===== config.mk =====
export PLATFORM = sky130hd
export DESIGN_NAME = summary_punch
export DESIGN_NICKNAME = d
export VERILOG_FILES = /design/src/rtl/summary_punch.sv
export SDC_FILE = /design/constraint.sdc
export NUM_CORES = 1
export LEC_CHECK = 0
export CORE_ASPECT_RATIO = 1.75
export CORE_MARGIN = 8
export CORE_UTILIZATION = 50
export CTS_CLUSTER_SIZE = 24
export DETAILED_ROUTE_END_ITERATION = 12
export PLACE_DENSITY = 0.74
export SLEW_MARGIN = 20
export SYNTH_ARGS = -nofsm -noshare
export SYNTH_HDL_FRONTEND = slang
export SYNTH_SLANG_ARGS = --single-unit

===== constraint.sdc =====
create_clock -name clk -period 9.4 [get_ports clk]
set_input_delay 1.41 -clock clk [delete_from_list [all_inputs] [get_ports clk]]
set_output_delay 1.41 -clock clk [all_outputs]
set_load 0.005 [all_outputs]

===== src/rtl/summary_punch.sv =====
// Summary-punch controller: latches a 12-digit biquinary total and sign,
// then drives one punch magnet per column in step with the card row pulses.
module summary_punch (
  input  logic        clk,
  input  logic        reset,
  input  logic        start,
  input  logic [71:0] digits_bq,
  input  logic        minus,
  input  logic [12:0] timing,
  output logic [11:0] punch,
  output logic        punch_sign,
  output logic        busy,
  output logic        done,
  output logic        error
);

  typedef enum logic [1:0] {IDLE, SYNC, PUNCH, FINISH} state_t;

  state_t      state_q;
  logic [3:0]  idx_q;
  logic [12:0] t_s_q, t_d_q;
  logic [71:0] dig_q;
  logic        minus_q;
  logic [11:0] punch_q;
  logic        sign_q, busy_q, done_q, err_q;

  // Returns {legal, value}; value is only meaningful when legal.
  function automatic logic [4:0] decode_digit(input logic [5:0] code);
    logic [3:0] q;
    logic       ok;
    ok = 1'b1;
    q  = 4'd0;
    case (code[4:0])
      5'b00001: q = 4'd0;
      5'b00010: q = 4'd1;
      5'b00100: q = 4'd2;
      5'b01000: q = 4'd3;
      5'b10000: q = 4'd4;
      default:  ok = 1'b0;
    endcase
    return {ok, q + (code[5] ? 4'd5 : 4'd0)};
  endfunction

  logic [4:0]  in_dec  [12];
  logic [4:0]  lat_dec [12];
  logic [11:0] in_ok;
  logic [11:0] match;
  logic [3:0]  row_sel;

  // SYNC consumes the row-9 edge itself, so it punches row 9 directly.
  assign row_sel = (state_q == SYNC) ? 4'd9 :
                   (idx_q < 4'd10)   ? 4'd9 - idx_q : idx_q + 4'd1;

  for (genvar gi = 0; gi < 12; gi++) begin : g_digit
    assign in_dec[gi]  = decode_digit(digits_bq[6*gi +: 6]);
    assign lat_dec[gi] = decode_digit(dig_q[6*gi +: 6]);
    assign in_ok[gi]   = in_dec[gi][4];
    assign match[gi]   = lat_dec[gi][4] && (lat_dec[gi][3:0] == row_sel);
  end

  logic [12:0] rise, fall, exp_onehot;
  logic        other_rise;

  assign rise       = t_s_q & ~t_d_q;
  assign fall       = ~t_s_q & t_d_q;
  assign exp_onehot = 13'd1 << row_sel;
  assign other_rise = |(rise & ~exp_onehot);

  always_ff @(posedge clk or posedge reset) begin
    if (reset) begin
      state_q <= IDLE;
      idx_q   <= 4'd0;
      t_s_q   <= '0;
      t_d_q   <= '0;
      dig_q   <= '0;
      minus_q <= 1'b0;
      punch_q <= '0;
      sign_q  <= 1'b0;
      busy_q  <= 1'b0;
      done_q  <= 1'b0;
      err_q   <= 1'b0;
    end else begin
      t_s_q  <= timing;
      t_d_q  <= t_s_q;
      done_q <= 1'b0;
      case (state_q)
        IDLE: begin
          busy_q  <= 1'b0;
          punch_q <= '0;
          sign_q  <= 1'b0;
          if (start) begin
            dig_q   <= digits_bq;
            minus_q <= minus;
            err_q   <= ~&in_ok;
            busy_q  <= 1'b1;
            state_q <= SYNC;
          end
        end
        SYNC: begin
          if (rise[9]) begin
            punch_q <= match;
            sign_q  <= 1'b0;
            idx_q   <= 4'd0;
            state_q <= PUNCH;
          end
        end
        PUNCH: begin
          if (other_rise) begin
            err_q   <= 1'b1;
            punch_q <= '0;
            sign_q  <= 1'b0;
            busy_q  <= 1'b0;
            state_q <= IDLE;
          end else if (|(rise & exp_onehot)) begin
            punch_q <= match;
            sign_q  <= (row_sel == 4'd11) && minus_q;
          end else if (|(fall & exp_onehot)) begin
            punch_q <= '0;
            sign_q  <= 1'b0;
            if (idx_q == 4'd11) state_q <= FINISH;
            else                idx_q   <= idx_q + 4'd1;
          end
        end
        FINISH: begin
          done_q  <= 1'b1;
          state_q <= IDLE;
        end
        default: state_q <= IDLE;
      endcase
    end
  end

  assign punch      = punch_q;
  assign punch_sign = sign_q;
  assign busy       = busy_q;
  assign done       = done_q;
  assign error      = err_q;

endmodule

== Word-level counts from Yosys, hierarchy flattened ==
Cells that the tools add are included.

* Register bits after elaboration: 121
* Bits of input ports: 89
* Output and inout bits: 16

* Add/sub/neg operators: 14
* Order comparisons: 1
* Eq/ne operators: 148
* Shift operators: 1
* Multiplexer cells: 80
* Bitwise logic cells: 8
* Reduce and logical (&&, ||, !) cells: 52

{| class="wikitable"
|+ Operator list
! kind !! number
|-
| $pmux 3 s4 || 12
|-
| $eq 5x1->1 const B || 24
|-
| $eq 5x2->1 const B || 24
|-
| $eq 5x3->1 const B || 24
|-
| $eq 5x4->1 const B || 24
|-
| $eq 5x5->1 const B || 24
|-
| $reduce_or 5->1 || 24
|-
| $and 13x13->13 || 5
|-
| $add 4x3->4 || 12
|-
| $eq 4x4->1 || 12
|-
| $mux 12 || 4
|-
| $not 13->13 || 3
|-
| $reduce_or 13->1 || 3
|-
| $mux 3 || 12
|-
| $pmux 12 s3 || 1
|-
| $mux 1 || 33
|-
| $mux 4 || 7
|-
| $ne 2x2->1 const B || 7
|-
| $logic_and 1x1->1 || 13
|-
| $shl 1x4->13 const A || 1
|-
| $mux 2 || 6
|-
| $reduce_and 12->1 || 1
|-
| $ne 3x3->1 const B || 3
|-
| $eq 4x4->1 const B || 2
|-
| 18 further kinds || 23
|}

== Longest topological paths before layout ==
Gate-level depths: netlist of run 1.

* Depth in word-level cells: 10
* Mapped depth: 12

== Worst setup path before layout of run 1 ==
Ideal clock, no wire load.

* Kind: register to register
* Start: reg idx_q[2]
* End: reg punch_q[0] (netlist: punch[0])
* Setup time: 86 ps
* Arrival: 3056 ps
* Path slack: 6258 ps
* Cell stages (with the launch flop): 13
* Period minus slack after synthesis: 3142 ps
* Path through: dfrtp_1 > buf_2 > inv_1 > ha_1 > or3b_1 > a41oi_1 > buf_2 > nand4_1 > a32oi_1 > nand4_2 > o41a_1 > buf_6 > o221ai_2

* Longest elaborated chain between the ends: 9
* Elaborated cells between the ends (all ways): 21
* Classes of those cells: 2 x add/sub; 1 x order compare; 2 x eq/ne; 1 x shift; 6 x mux; 4 x bitwise; 5 x reduce/logical

{| class="wikitable"
|+ RTL lines
! element !! RTL line !! RTL
|-
| from (decl) || 20 || <nowiki>logic [3:0] idx_q;</nowiki>
|-
| from (signal assigned) || 121 || <nowiki>else idx_q <= idx_q + 4'd1;</nowiki>
|-
| $add 4x1->4 (tied with other cells) || 52 || <nowiki>(idx_q < 4'd10) ? 4'd9 - idx_q : idx_q + 4'd1;</nowiki>
|-
| $mux 4 * || 52 ||
|-
| $mux 4 * || 51 || <nowiki>assign row_sel = (state_q == SYNC) ? 4'd9 :</nowiki>
|-
| $shl 1x4->13 || 66 || <nowiki>assign exp_onehot = 13'd1 << row_sel;</nowiki>
|-
| $and 13x13->13 or $not 13->13 (tied branches) || 114, 67 ||
|-
| $reduce_or 13->1 or $and 13x13->13 (tied branches) || 114, 67 ||
|-
| $mux 12 or $reduce_or 13->1 (tied branches) || 114, 67 ||
|-
| $mux 12 or $ne 4x4->1 (tied branches) || n/a ||
|-
| $pmux 12 s3 or $reduce_and 3->1 (tied branches) || n/a ||
|-
| to (signal assigned) || 101 || <nowiki>punch_q <= match;</nowiki>
|-
| to (signal assigned) || 115 || <nowiki>punch_q <= match;</nowiki>
|-
| to (decl) || 24 || <nowiki>logic [11:0] punch_q;</nowiki>
|}

Mark *: on every way between the ends. The rest lies on a longest branch, timed or not. The select of a mux whose other input is x is not followed.
A chain may end at the register's enable or synchronous reset.

== Worst setup path after layout of run 1 ==
* Start: reg idx_q[1]
* End: reg punch_q[9] (netlist: punch[9])

Same word-level chain as after synthesis.

==> key figures, run 1 <==
Routing
  – Vias: ~7100
  – WL met1: a little over 8 mm
  – Via-to-Cell Ratio: roughly 5.9
  – Top Metal Used: met4
  – DRT antenna net count: 0
  – DR DRC count: 0
  – Mean routed wirelength per cell: around 17 um
  – Met2 routed WL: between 10 and 15 mm
  – DRT Wirelength: ~21 mm
  – DR pass1 iterations: 4
  – Met3 routed WL: between 600 and 700 um
  – DR iter-0 viols: 294

Clock network
  – Worst-Skew Late Latency: approximately 0.41 ns
  – Root buf cell: clkbuf_16
  – Post-cts sizing count: 0
  – CTS Buf Count: 17
  – Clock tree buffer depth: 2
  – CTS tree: done
  – Hold buffer count at cts: 0
  – CTS H-tree lvls: 4
  – CTS clk-pin slew, worst paths: about 0.060 ns
  – Post-CTS Setup Bufs: 0
  – Sink Count: ~120

Timing
  – RSZ-0062 raised after global routing: no
  – Final count of hold timing violations: 0
  – Min Tclk post-route: approximately 4.1 ns
  – Post-route setup slack: 5.25 ns
  – Worst-Margin Slew: 1.06 ns
  – # setup viols final: 0
  – Final Max Tran Viols: 0
  – TNS Setup: 0 ns
  – Worst slew margin: 0.294
  – Final Hold Slack: just under 0.4 ns
  – Period utilization: 0.441
  – FMAX: roughly 240 MHz
  – Clock skew: slightly below 0.008 ns

Global route
  – Initial antenna violation count: 0
  – Vias in the first global route: 7201
  – Largest net degree at the start of global routing: 80
  – First-pass GRT wire length: approximately 35 mm
  – Grt total ovfl: 0
  – Overall routing resource usage: 0.198

Logic synthesis
  – Ys Warns: 0
  – Asr flop ratio synth: 1.00
  – Post-synth EDFFs: 0
  – Synth Instances: about 890
  – Mapped Area: approximately 8500 um2
  – Mapped Nets: approximately 1000
  – Ys flop type: dfrtp_1
  – Avg Cell Area, Syn: between 9 and 10 um2
  – Synth Register Bits: around 120
  – Sequential share of the synthesized area: 0.357
  – Distinct cells, synth: 63

Cells and area
  – Final design area excluding fillers: about 10000 um2
  – Register Area: 3030 um2
  – Fillers: 1427
  – Layout Area Growth over Synthesis: 21.0%
  – Combined area of the multi-input logic cells: just over 5000 um2
  – Share of post-route cells with drive strength above 1: 0.136
  – N_diodes: 0
  – Final core occ: 0.610
  – Fin nets: roughly 1100
  – Final Non-Filler Cells: approximately 1200

Worst setup path
  – CP required: about 9.6 ns
  – Worst R2R Start: idx_q[1]$_DFFE_PP0P_
  – Startpoint class of the critical path: flop
  – Crit path max fanout: 21
  – Reg2reg end: punch[9]$_DFFE_PP0P_
  – Crit path DAT: between 4 and 5 ns
  – Reg2Reg Depth: 9
  – FF-to-FF setup slack: 5.25 ns
  – Critical path type: flop to flop
  – CP Capture Type: flop

Floorplan
  – Initial Utilization: 0.505
  – Core Box Area: 16800 um2
  – Ports: 105
  – DIE HEIGHT: 188 um
  – Die ar.: 21500 um2
  – Die W: 114 um
  – # rows: 63

Hold path
  – Endpoint, Worst Hold: t_d_q[6]$_DFF_PP0_
  – Hold path depth: 0
  – Worst min path class: flop to flop
  – HP Start: t_s_q[6]$_DFF_PP0_

Power and ir drop
  – Pwr Density: approximately 270 nW/um2
  – Max IR drop VDD: between 150 and 200 uV
  – Final Total Pwr: roughly 2.7 mW
  – Lkg Pwr: 4.01 nW

Placement
  – DP Worst Slack: about 5.3 ns
  – Dpl cells: 1167
  – Port bufs: 104
  – Routability cong.: 0.886
  – Hpwl dp: between 15 and 20 mm
  – Placed cell areas: slightly below 10000 um2

Run
  – Max cap viols: 0

Status
  – Status: complete, no violations
==> area by class of cell <==
cell class	instances	area share
Multi-Input combinational cell	670	0.496
Sequential cell	121	0.295
Timing Repair Buffer	110	0.106
Clock buffer	17	0.0415
Tap cell	227	0.0277
Clock inverter	15	0.0184
Inverter	39	0.0145
==> worst max-delay path, cell delays in order (launching register included) <==
cell	delay, ns
dfrtp_1	0.54
inv_1	0.14
ha_1	0.26
nor4b_2	0.31
a2111o_1	0.80
nor4_1	0.10
o41ai_1	0.44
o211ai_2	0.32
nor3_2	0.86
o221ai_1	0.20
==> power breakdown <==
part           switching [mW]  internal (mW)  leakage [nW]
combinational           0.486          0.580          2.26
sequential              0.290          0.696          1.46
clock                   0.262          0.423         0.296
==> cell families (layout without fill, tap and decap cells) <==
kind of cell	Yosys count	count (layout)	share of synthesized area
fa+ha+maj	43	43	0.0635
simple gates	256	256	0.167
buf+inv	96	181	0.0458
compound gates	189	189	0.157
mux	75	75	0.0991
xor+xnor	107	107	0.111
flops	121	121	0.357
==> cells in the final DEF (no fill, tap or decap), drive strengths merged, types with 5 or more instances in the layout <==
master and count:
mux2 71, nand2 55, clkbuf 17, a211oi 6, xnor2 73, clkdlybuf4s50 104
nor3 38, nand2b 17, nor2b 10, a31oi 26, nand4 22, o41ai 5
nor2 17, and3 7, nor4 47, o221ai 16, inv 45, and2 12
dfrtp 121, o211ai 18, ha 43, o31ai 6, o21a 6, xor2 34
nand3 11, a21oi 21, buf 6, o21ai 60
==> metal layers <==
layer,global-route usage,vias up
met5,0,-
met4,0.112,0
met3,0.0285,53
met2,0.352,178
met1,0.219,3392
li1,-,3436
==> state kept, by name (all words and copies together), names as in the netlist, 2 cells and up <==
signal   flops
dig_q       72
t_d_q       13
state_q      2
punch       12
t_s_q       13
idx_q        4
==> worst max-delay path by stage <==
| stage | from | end | slack [ns] | depth (start not counted) |
|---|---|---|---|---|
| after floorplan | reset | busy$_DFFE_PP0P_ | 4.78 | 1 |
| after global placement | idx_q[1]$_DFFE_PP0P_ | punch[10]$_DFFE_PP0P_ | 5.36 | 9 |
| after detailed placement | idx_q[1]$_DFFE_PP0P_ | punch[10]$_DFFE_PP0P_ | 5.31 | 9 |
| after CTS | idx_q[1]$_DFFE_PP0P_ | punch[10]$_DFFE_PP0P_ | 5.25 | 9 |
| after global routing | idx_q[1]$_DFFE_PP0P_ | punch[9]$_DFFE_PP0P_ | 4.97 | 9 |
| final | idx_q[1]$_DFFE_PP0P_ | punch[9]$_DFFE_PP0P_ | 5.25 | 9 |
==> cell usage after synthesis (all sizes together), types with 4 or more instances <==
library cell / count / area (um2)
mux2: 71 / 800
a211oi: 6 / 45.0
buf: 18 / 95.1
o21a: 6 / 45.0
nand2: 55 / 206
inv: 39 / 146
nor2: 17 / 63.8
xnor2: 73 / 639
dfrtp: 121 / 3030
nor3: 38 / 190
nand4: 22 / 144
o211ai: 18 / 140
nor2b: 10 / 62.6
ha: 43 / 538
clkbuf: 39 / 146
o31ai: 6 / 45.0
o41ai: 5 / 43.8
o221ai: 16 / 203
nand3: 11 / 55.1
a21oi: 21 / 105
nor4: 47 / 294
a31oi: 26 / 163
o21ai: 60 / 300
mux2i: 4 / 40.0
nand2b: 17 / 106
and3: 7 / 43.8
and2: 12 / 75.1
xor2: 34 / 298
No activity file was read; power rests on OpenSTA's default activity.
==> run 2: changes to the inputs <==
PLACE_DENSITY = 0.77   (was 0.74)
clock period = 3.58 ns   (was 9.4 ns; I/O delays follow)
==> key figures, run 2 (synthesis results as in run 1) <==
Status
  – Status: complete, no violations

Cells and area
  – Register Area: 3030 um2 (about the same)
  – Final Non-Filler Cells: 1219 (+1.7%)
  – Top flop regs: dig_q x72, t_d_q x13, t_s_q x13
  – Most common cell after layout, fill and taps aside: dfrtp_1
  – Fin nets: 1111 (+1.8%)
  – N_diodes: 0 (unchanged)
  – Layout Area Growth over Synthesis: 22.6%
  – Fillers: 1386 (-2.9%)
  – Share of post-route cells with drive strength above 1: 0.154 (+0.0184)
  – Reg with most FFs: dig_q
  – Largest register FFs: 72 (unchanged)
  – Commonest non-fill, non-tap cells in the layout: dfrtp_1, clkdlybuf4s50_1, xnor2_1
  – Final core occ: 0.619 (+0.00842)
  – Combined area of the multi-input logic cells: 5090 um2 (about the same)

Worst setup path
  – Crit-path max cell delay: 0.64 ns (-0.22 ns)
  – Crit path DAT: 3.65 ns (-0.74 ns)
  – Startpoint class of the critical path: flop
  – Worst path cell trace: buf_4, ha_1, nand4b_1, a41oi_2, or4b_1, a32oi_1, nand4_2, o41a_4, o221ai_1
  – Crit path max fanout: 13 (-38%)
  – Slowest-stage cell, CP: o41a_4
  – CP required: 3.91 ns (-5.73 ns)
  – CP Capture Type: flop
  – Critical path type: flop to flop

Clock network
  – Sink Count: 121 (unchanged)
  – CTS H-tree lvls: 4 (unchanged)
  – Clock tree buffer depth: 2 (unchanged)
  – Hold buffer count at cts: 0 (unchanged)
  – Worst-Skew Late Latency: 0.43 ns (+0.02 ns)
  – CTS tree: done
  – CTS clk-pin slew, worst paths: 0.07 ns (about the same)
  – Root buf cell: clkbuf_16
  – CTS Buf Count: 17 (unchanged)

Global route
  – Overall routing resource usage: 0.210 (+0.0119)
  – Grt met1 use: 0.221 (+0.00197)
  – Met3 Usage GRT: 0.0452 (+0.0167)
  – Initial antenna violation count: 0 (unchanged)
  – Vias in the first global route: 7359 (+2.2%)
  – Met2 Usage GRT: 0.381 (+0.0286)
  – Grt total ovfl: 0 (unchanged)
  – First-pass GRT wire length: 35.9 mm (+3.4%)
  – Largest net degree at the start of global routing: 32 (-60%)
  – Layer with the highest usage: met2

Placement
  – Routability cong.: 0.928 (+4.7%)
  – DP Worst Slack: 0.0849 ns (-5.23 ns)
  – Dpl cells: 1187 (+1.7%)
  – Port bufs: 104 (unchanged)
  – Hpwl dp: 16.5 mm (+7.9%)

Power and ir drop
  – Max IR drop VDD: 415 uV (+150%)
  – Lkg Pwr: 4.10 nW (+2.1%)
  – Pwr Density: 691 nW/um2 (+160%)
  – Final Total Pwr: 7.18 mW (+160%)

Timing
  – Final Max Tran Viols: 0 (unchanged)
  – Clock skew: 0.0131 ns (+0.00520 ns)
  – # setup viols final: 0 (unchanged)
  – Post-route setup slack: 0.262 ns (-4.99 ns)
  – Worst slew margin: 0.467 (+0.173)
  – Final count of hold timing violations: 0 (unchanged)
  – Worst-Margin Slew: 0.796 ns (-0.263 ns)
  – Min Tclk post-route: 3.32 ns (-0.830 ns)
  – RSZ-0062 raised after global routing: no
  – FMAX: 301 MHz (+25%)
  – Period utilization: 0.927 (+0.485)
  – TNS Setup: 0 ns (unchanged)

Floorplan
  – # rows: 63 (unchanged)
  – Die ar.: 21500 um2 (unchanged)
  – Ports: 105 (unchanged)
  – Core Box Area: 16800 um2 (unchanged)
  – DIE HEIGHT: 188 um (unchanged)
  – Initial Utilization: 0.505 (unchanged)
  – Die W: 114 um (unchanged)

Routing
  – Mean routed wirelength per cell: 17.8 um (+3.5%)
  – DR iter-0 viols: 355 (+21%)
  – Via-to-Cell Ratio: 5.96 (+1.2%)
  – DR pass1 iterations: 5 (+1)
  – DRT Wirelength: 21.7 mm (+5.2%)
  – Vias: 7263 (+2.9%)
  – DRT antenna net count: 0 (unchanged)
  – DR DRC count: 0 (unchanged)

Hold path
  – Worst min path class: flop to flop

Run
  – Max cap viols: 0 (unchanged)
==> run 2: area by class of cell <==
type	count	area share
tap	227	0.0273
timing repair buffer	130	0.119
inverter	39	0.0144
sequential	121	0.292
multi-input combinational	670	0.490
clock inverter	13	0.0141
clock buffer	19	0.0436
==> run 2: final timing paths <==
check / to / depth (start not counted) / slack [ns] / start
worst max-delay path: punch[9]$_DFFE_PP0P_ / 9 / 0.26 / idx_q[1]$_DFFE_PP0P_
worst min-delay path: t_d_q[6]$_DFF_PP0_ / 0 / 0.38 / t_s_q[6]$_DFF_PP0_
worst max register to register: punch[9]$_DFFE_PP0P_ / 9 / 0.26 / idx_q[1]$_DFFE_PP0P_
worst min register to register: t_d_q[6]$_DFF_PP0_ / 0 / 0.38 / t_s_q[6]$_DFF_PP0_
max in group asynchronous: dig_q[23]$_DFFE_PP0P_ / 3 / 2.18 / reset
min in group asynchronous: t_d_q[10]$_DFF_PP0_ / 2 / 0.56 / reset
==> run 2: worst max-delay path, delay by kind of cell (launching register included) <==
| kind | cells | cell delay [ns] |
|---|---|---|
| buffers and inverters | 1 | 0.17 |
| adders and majority gates | 1 | 0.26 |
| DFF | 1 | 0.38 |
| and+or+nand+nor | 3 | 1.02 |
| AOI/OAI and AO/OA | 4 | 1.39 |
==> run 2: report_power, final <==
part | total, mW | leakage, nW | internal (mW) | switching (mW)
Combinational | 2.86 | 2.36 | 1.54 | 1.32
Sequential | 2.59 | 1.46 | 1.83 | 0.763
Clock | 1.73 | 0.278 | 1.06 | 0.663
Total | 7.18 | 4.10 | 4.44 | 2.74
==> run 2: what timing repair did <==
| action | in CTS | in global routing |
|---|---|---|
| setup buffers | 0 | 0 |
| setup endpoints to repair | 0 | 13 |
| resized for setup | 0 | 3 |
==> run 2: layer usage <==
metal | up-vias | part of all wire
li1 | 3466 | -
met1 | 3554 | 0.38
met2 | 181 | 0.54
met3 | 62 | 0.041
met4 | 0 | 0.039
met5 | - | 0
==> run 2: metrics by stage <==
stage          hold slack (ns)  cell area [um2]
2_1_floorplan            0.359             8480
3_3_place_gp             0.373             9780
3_5_place_dp             0.389             9780
4_1_cts                  0.390            10400
5_1_grt                  0.406            10400
6_report                 0.384            10400
